`src/rtl/mem_wb_stage_pkg.sv`:
```
// -----------------------------------------------------------------------------
// mem_wb_stage_pkg
// Shared definitions for the MEM/WB stage of the 32-bit pipelined MIPS core:
//   - state_t      : MEM-stage handshake FSM encoding (IDLE / ACCESS)
//   - WB_REGWRITE  : index of RegWrite inside the 2-bit Wb control field
//   - WB_MEMTOREG  : index of MemtoReg inside the 2-bit Wb control field
//   - CORE_DATA_W  : default datapath / address width
//   - REG_IDX_W    : register-file index width
//   - wb_enable()  : register-file write enable with $0 suppression
// -----------------------------------------------------------------------------
package mem_wb_stage_pkg;

   typedef enum logic {
      IDLE   = 1'b0,
      ACCESS = 1'b1
   } state_t;

   localparam int WB_REGWRITE = 1;
   localparam int WB_MEMTOREG = 0;

   localparam int CORE_DATA_W = 32;
   localparam int REG_IDX_W   = 5;

   // $0 is hard-wired to zero, so a write aimed at it must never reach the
   // register file.
   function automatic logic wb_enable(input logic regwrite,
                                      input logic [REG_IDX_W-1:0] rd);
      return regwrite && (rd != '0);
   endfunction

endpackage

```
`src/rtl/mem_wb_stage_mem2wb_reg.sv`:
```
// -----------------------------------------------------------------------------
// mem2wb_reg
// MEM/WB pipeline latch. Holds the register-file write port presented to ID.
// Ports:
//   clk, rst          : clock, synchronous active-high reset (clears latch)
//   load              : capture in_* on this edge
//   bubble            : insert a bubble (RegWrite=0); has priority over load
//   in_regwrite       : incoming write enable (already $0-filtered)
//   in_write_register : incoming destination register
//   in_write_data     : incoming write data
//   regwrite          : registered write enable
//   write_register    : registered destination register
//   write_data        : registered write data
// With neither load nor bubble the latch holds its contents.
// -----------------------------------------------------------------------------
module mem2wb_reg
   import mem_wb_stage_pkg::*;
#(
   parameter int DATA_W = CORE_DATA_W
) (
   input  logic                 clk,
   input  logic                 rst,
   input  logic                 load,
   input  logic                 bubble,
   input  logic                 in_regwrite,
   input  logic [REG_IDX_W-1:0] in_write_register,
   input  logic [DATA_W-1:0]    in_write_data,
   output logic                 regwrite,
   output logic [REG_IDX_W-1:0] write_register,
   output logic [DATA_W-1:0]    write_data
);

   always_ff @(posedge clk) begin
      if (rst) begin
         regwrite       <= 1'b0;
         write_register <= '0;
         write_data     <= '0;
      end else if (bubble) begin
         // Only the enable matters for a bubble; the data fields are don't-care.
         regwrite <= 1'b0;
      end else if (load) begin
         regwrite       <= in_regwrite;
         write_register <= in_write_register;
         write_data     <= in_write_data;
      end
   end

endmodule

```
`src/rtl/mem_wb_stage.sv`:
```
// -----------------------------------------------------------------------------
// mem_wb_stage
// MEM and WB stages of the 32-bit pipelined MIPS core (after the EX/MEM latch).
// Data-memory accesses use a req/ready handshake that tolerates multi-cycle
// memory; mem_stall freezes the upstream stages while an access is pending.
// The MEM/WB latch (mem2wb_reg) drives the register-file write port into ID.
//
// Optional feature macro: MEM_TIMEOUT_EN
//   Defined   : adds parameter TIMEOUT_CYCLES and sticky output mem_error; an
//               access that sees no dmem_ready for TIMEOUT_CYCLES ACCESS cycles
//               is abandoned (req dropped, bubble loaded, stall released).
//   Undefined : ACCESS waits indefinitely for dmem_ready.
//
// Ports:
//   clk, rst                 : clock, synchronous active-high reset
//   Ex_Valid                 : EX/MEM slot holds a real instruction
//   Ex_Wb[1:0]               : {RegWrite, MemtoReg}
//   Ex_MemR / Ex_MemW        : load / store (both set = store)
//   Ex_ALU_Result            : ALU result, also the memory address
//   Ex_Store_Data            : store data (rt)
//   Ex_Write_Register        : destination register
//   dmem_req/we/addr/wdata   : memory request, held until dmem_ready
//   dmem_rdata, dmem_ready   : load data / access complete this cycle
//   mem_stall                : upstream must hold the EX/MEM slot
//   mem_error                : (MEM_TIMEOUT_EN only) sticky timeout flag
//   RegWrite, Write_Register,
//   Write_Data               : registered register-file write port to ID
// -----------------------------------------------------------------------------
module mem_wb_stage
   import mem_wb_stage_pkg::*;
#(
`ifdef MEM_TIMEOUT_EN
   parameter int TIMEOUT_CYCLES = 16,
`endif
   parameter int DATA_W = CORE_DATA_W
) (
   input  logic                 clk,
   input  logic                 rst,
   input  logic                 Ex_Valid,
   input  logic [1:0]           Ex_Wb,
   input  logic                 Ex_MemR,
   input  logic                 Ex_MemW,
   input  logic [DATA_W-1:0]    Ex_ALU_Result,
   input  logic [DATA_W-1:0]    Ex_Store_Data,
   input  logic [REG_IDX_W-1:0] Ex_Write_Register,
   output logic                 dmem_req,
   output logic                 dmem_we,
   output logic [DATA_W-1:0]    dmem_addr,
   output logic [DATA_W-1:0]    dmem_wdata,
   input  logic [DATA_W-1:0]    dmem_rdata,
   input  logic                 dmem_ready,
   output logic                 mem_stall,
`ifdef MEM_TIMEOUT_EN
   output logic                 mem_error,
`endif
   output logic                 RegWrite,
   output logic [REG_IDX_W-1:0] Write_Register,
   output logic [DATA_W-1:0]    Write_Data
);

   state_t               state_p1;
   // Write-back controls of the instruction in flight, captured on entry to
   // ACCESS so the result does not depend on what EX/MEM shows meanwhile.
   logic [1:0]           wb_p1;
   logic [REG_IDX_W-1:0] rd_p1;

   logic                 mem_op;
   logic                 timeout_hit;
   logic                 wb_load;
   logic                 wb_regwrite_in;
   logic [REG_IDX_W-1:0] wb_rd_in;
   logic [DATA_W-1:0]    wb_data_in;

   assign mem_op = Ex_Valid & (Ex_MemR | Ex_MemW);

`ifdef MEM_TIMEOUT_EN
   localparam logic [4:0] WAIT_LAST = 5'(TIMEOUT_CYCLES - 1);
   logic [4:0] wait_cnt_p1;

   // Last permitted ACCESS cycle without ready: abandon at this edge.
   assign timeout_hit = (state_p1 == ACCESS) & ~dmem_ready & (wait_cnt_p1 == WAIT_LAST);
`else
   assign timeout_hit = 1'b0;
`endif

   // Stall is combinational so the EX/MEM slot is frozen in the same cycle
   // the memory op is first seen; it releases in the cycle the access ends.
   always_comb begin
      mem_stall = 1'b0;
      case (state_p1)
         IDLE:    mem_stall = mem_op;
         ACCESS:  mem_stall = ~dmem_ready & ~timeout_hit;
         default: mem_stall = 1'b0;
      endcase
   end

   // MEM/WB latch input select: anything not loaded this edge is a bubble.
   always_comb begin
      wb_load        = 1'b0;
      wb_regwrite_in = 1'b0;
      wb_rd_in       = '0;
      wb_data_in     = '0;
      case (state_p1)
         IDLE: begin
            if (Ex_Valid && !mem_op) begin
               wb_load        = 1'b1;
               wb_regwrite_in = wb_enable(Ex_Wb[WB_REGWRITE], Ex_Write_Register);
               wb_rd_in       = Ex_Write_Register;
               wb_data_in     = Ex_ALU_Result;
            end
         end
         ACCESS: begin
            // Completed store produces no write-back; a completed load does.
            if (dmem_ready && !dmem_we) begin
               wb_load        = 1'b1;
               wb_regwrite_in = wb_enable(wb_p1[WB_REGWRITE], rd_p1);
               wb_rd_in       = rd_p1;
               wb_data_in     = wb_p1[WB_MEMTOREG] ? dmem_rdata : dmem_addr;
            end
         end
         default: ;
      endcase
   end

   // ---- MEM stage: handshake FSM and request registers ----
   always_ff @(posedge clk) begin
      if (rst) begin
         state_p1   <= IDLE;
         dmem_req   <= 1'b0;
         dmem_we    <= 1'b0;
         dmem_addr  <= '0;
         dmem_wdata <= '0;
         wb_p1      <= '0;
         rd_p1      <= '0;
`ifdef MEM_TIMEOUT_EN
         wait_cnt_p1 <= '0;
         mem_error   <= 1'b0;
`endif
      end else begin
         case (state_p1)
            IDLE: begin
               if (mem_op) begin
                  state_p1   <= ACCESS;
                  dmem_req   <= 1'b1;
                  dmem_we    <= Ex_MemW;
                  dmem_addr  <= Ex_ALU_Result;
                  dmem_wdata <= Ex_Store_Data;
                  wb_p1      <= Ex_Wb;
                  rd_p1      <= Ex_Write_Register;
`ifdef MEM_TIMEOUT_EN
                  wait_cnt_p1 <= '0;
`endif
               end
            end
            ACCESS: begin
               if (dmem_ready) begin
                  state_p1 <= IDLE;
                  dmem_req <= 1'b0;
               end
`ifdef MEM_TIMEOUT_EN
               else if (timeout_hit) begin
                  state_p1  <= IDLE;
                  dmem_req  <= 1'b0;
                  mem_error <= 1'b1;
               end else begin
                  wait_cnt_p1 <= wait_cnt_p1 + 5'd1;
               end
`endif
            end
            default: begin
               state_p1 <= IDLE;
               dmem_req <= 1'b0;
            end
         endcase
      end
   end

   // ---- WB stage: MEM/WB latch ----
   mem2wb_reg #(
      .DATA_W (DATA_W)
   ) u_mem2wb_reg (
      .clk               (clk),
      .rst               (rst),
      .load              (wb_load),
      .bubble            (~wb_load),
      .in_regwrite       (wb_regwrite_in),
      .in_write_register (wb_rd_in),
      .in_write_data     (wb_data_in),
      .regwrite          (RegWrite),
      .write_register    (Write_Register),
      .write_data        (Write_Data)
   );

endmodule
```
`config.mk`:
```
export PLATFORM = sky130hd
export DESIGN_NAME = mem_wb_stage
export DESIGN_NICKNAME = d
export VERILOG_FILES = /design/src/rtl/mem_wb_stage_pkg.sv /design/src/rtl/mem_wb_stage_mem2wb_reg.sv /design/src/rtl/mem_wb_stage.sv
export SDC_FILE = /design/constraint.sdc
export NUM_CORES = 1
export LEC_CHECK = 0
export BUFFER_PORTS_ARGS = -buffer_cell sky130_fd_sc_hd__buf_2
export CAP_MARGIN = 20
export CORE_MARGIN = 4
export CORE_UTILIZATION = 47
export CTS_CLUSTER_SIZE = 16
export DETAILED_ROUTE_END_ITERATION = 10
export PLACE_DENSITY = 0.82
export SETUP_SLACK_MARGIN = 0.3
export SLEW_MARGIN = 20
export SYNTH_ARGS = -nofsm -noshare
export SYNTH_HDL_FRONTEND = slang
export SYNTH_SLANG_ARGS = --single-unit
```
`constraint.sdc`:
```
create_clock -name clk -period 2.1 [get_ports clk]
set_input_delay 0.42 -clock clk [delete_from_list [all_inputs] [get_ports clk]]
set_output_delay 0.42 -clock clk [all_outputs]
set_load 0.005 [all_outputs]
```
==> impl_metrics.yaml <==
routing:
  wl_mm: 15.1
  num_vias: 5110
  avgViaCountPerCell: 5.90
  drt_iter0_drc: 416
  first_pass_iters: 5
  routedWlPerCell_um: 17.5
  drt.antenna.violating_nets: 0
  drc: 0
cts:
  clock_latency_ns: 0.37
  clkSinkCount: 112
  ctsHoldBuffers: 0
  cts_buffers: 9
  cts.clk_slew.worst_paths_ns: 0.10
  h-tree-depth: 3
  cts_tree: "built"
  ctsResizeCount: 0
  clockBufferDepth: 2
  cts-root-buf: "clkbuf_8"
  cts_setup_buffers: 0
place:
  pre_cts_slack_ns: 0.267
  dp_hpwl_mm: 9.99
  numPortBuffers: 213
  finalWeightedCongestion: 0.806
yosys:
  ys_ff_latch: 112
  synth_warnings: 0
  synth_top_area_cell: "dfxtp_1"
  ys_seq_area_share_pct: 46.6
  yosysTopAreaCellShare_pct: 46.6
  synthFlopType: "dfxtp_1"
  ys_async_sr_fraction_pct: 0
  netlist_instances: 555
  synth_area_um2: 4810
  syn_nets: 664
  synthTopCellsByArea: "dfxtp_1, a21oi_1, nand3_1"
  syn_area_per_cell_um2: 8.66
  synth_edf_count: 0
  synthDistinctLibCells: 26
cells_and_area:
  fin_util_pct: 62.2
  drive_gt1_share_pct: 39.4
  finalNetCount: 837
  antennaDiodeCount: 0
  area_delta_synth_final_pct: 27.7
power:
  power_density_nw_per_um2: 705
  ir_worst_vdd_uv: 325
  p_leak_nw: 2.63
timing:
  relSlewSlack_pct: 47.5
  final.period_utilization_pct: 80.2
  rsz0062_at_grt: "false"
  fin_crit_ns: 1.68
  clock.fmax_mhz: 594
  skew_ns: 0.0102
  setup_tns_ns: 0
  hold_viol: 0
  setup_viol: 0
  worstMarginPinSlew_ns: 0.788
  worst_slack_ns: 0.416
  slew_viol_final: 0
floorplanning:
  die_y_um: 109
  core_area_um2: 9860
  rows: 36
  start_util_pct: 48.7
  die_w_um: 109
  die_area_um2: 11900
  ios: 214
setup_path:
  startpoint_type: "flop"
  cp_data_required_time_ns: 1.68
  path_class: "reg2out"
  cp_max_fo: 7
  end_kind: "output pin"
  cp.arrival_ns: 1.26
hold_path:
  hp-class: "in2reg"
job:
  cap_viol_max_count: 0
grt:
  overflow: 0
  antenna_found_initial: 0
  grt_pass1_vias: 4850
  grt_pass1_wl_mm: 23.6
  grt_max_degree: 113
  grt.total_usage_pct: 24.7
outcome:
  outcome: "complete, no violations"
==> metrics by stage <==
step | cells | instance area, um2 | power, mW | hold WS, ns
detailed placement | 850 | 5940 | 3.07 | 0.449
finish | 866 | 6140 | 4.33 | 0.292
global placement | 850 | 5940 | 3.04 | 0.442
global route | 866 | 6140 | 4.51 | 0.278
floorplan | 555 | 4810 | 2.73 | 0.453
CTS | 866 | 6140 | 4.36 | 0.270
==> path summary, 6_finish.rpt <==
| check | start | end | slack, ns | depth (start not counted) |
|---|---|---|---|---|
| setup / recovery | state_p1$_SDFF_PP0_ | mem_stall | 0.42 | 5 |
| hold / removal | Ex_Store_Data[1] | dmem_wdata[1]$_SDFFE_PP0P_ | 0.29 | 3 |
| setup reg to reg | state_p1$_SDFF_PP0_ | u_mem2wb_reg.regwrite$_SDFF_PP0_ | 0.55 | 2 |
| hold reg to reg | dmem_req$_SDFFE_PP0P_ | dmem_req$_SDFFE_PP0P_ | 0.46 | 2 |
==> critical path: stages (launching register included) <==
cell     delay (ns)
dfxtp_1        0.33
buf_4          0.17
nor2b_4        0.12
nand2_1        0.10
nand2_1        0.06
buf_2          0.12
==> registers in the layout, indices dropped and copies added (netlist names) <==
| signal | cells |
|---|---|
| dmem_addr | 32 |
| dmem_req | 1 |
| dmem_wdata | 32 |
| dmem_we | 1 |
| rd_p1 | 5 |
| state_p1 | 1 |
| u_mem2wb_reg.regwrite | 1 |
| u_mem2wb_reg.write_data | 32 |
| u_mem2wb_reg.write_register | 5 |
| wb_p1 | 2 |
==> layer usage <==
layer / part of all wire (%) / wire length (um) / GRT usage (%) / vias to the layer above
li1: - / - / - / 2376
met4: 1.7 / 260 / 10.1 / 0
met5: 0 / 0 / 0 / -
met3: 9.9 / 1490 / 4.62 / 23
met2: 49 / 7420 / 42.7 / 302
met1: 39 / 5960 / 30.2 / 2409
==> where the power goes <==
group	total [mW]	internal (mW)	switching (mW)	leakage, nW
clock	1.30	0.584	0.713	0.0993
sequential	2.31	2.24	0.0689	0.915
combinational	0.722	0.321	0.401	1.61
==> Yosys cell counts, types with 2 or more instances <==
master	instances
dfxtp_1	112
a21oi_1	111
nand3_1	98
o21ai_0	55
a22oi_1	37
clkbuf_1	36
mux2_2	32
o21ai_1	17
buf_2	13
buf_1	10
nand3_2	10
nand2_1	5
buf_6	3
nand2b_1	2
o211ai_1	2
or4_1	2
==> cell families (layout without fill, tap and decap cells) <==
family                 after synthesis  count (layout)  share of synthesized area (%)
and+or+nand+nor                    124             124                           14.5
buffers and inverters               64             242                           5.88
AOI/OAI and AO/OA                  223             223                           25.5
DFF                                112             112                           46.6
muxes                               32              32                           7.50
==> placed cells by master (no fill, tap or decap), types with 10 or more instances in the layout <==
| cell type | Yosys | layout |
|---|---|---|
| o21ai_1 | 17 | 17 |
| a22oi_1 | 37 | 37 |
| nand3_2 | 10 | 10 |
| dfxtp_1 | 112 | 112 |
| o21ai_0 | 55 | 55 |
| nand3_1 | 98 | 98 |
| buf_2 | 13 | 212 |
| clkbuf_8 | 0 | 10 |
| mux2_2 | 32 | 32 |
| a21oi_1 | 111 | 111 |
==> layout make-up <==
class / instances / area [um2]
tap: 133 / 166
multi-input combinational: 379 / 2310
fill: 846 / 3720
timing repair buffer: 225 / 1220
clock buffer: 11 / 141
clock inverter: 5 / 56.3
inverter: 1 / 3.75
sequential: 112 / 2240
(Power assumes the default switching activity.)
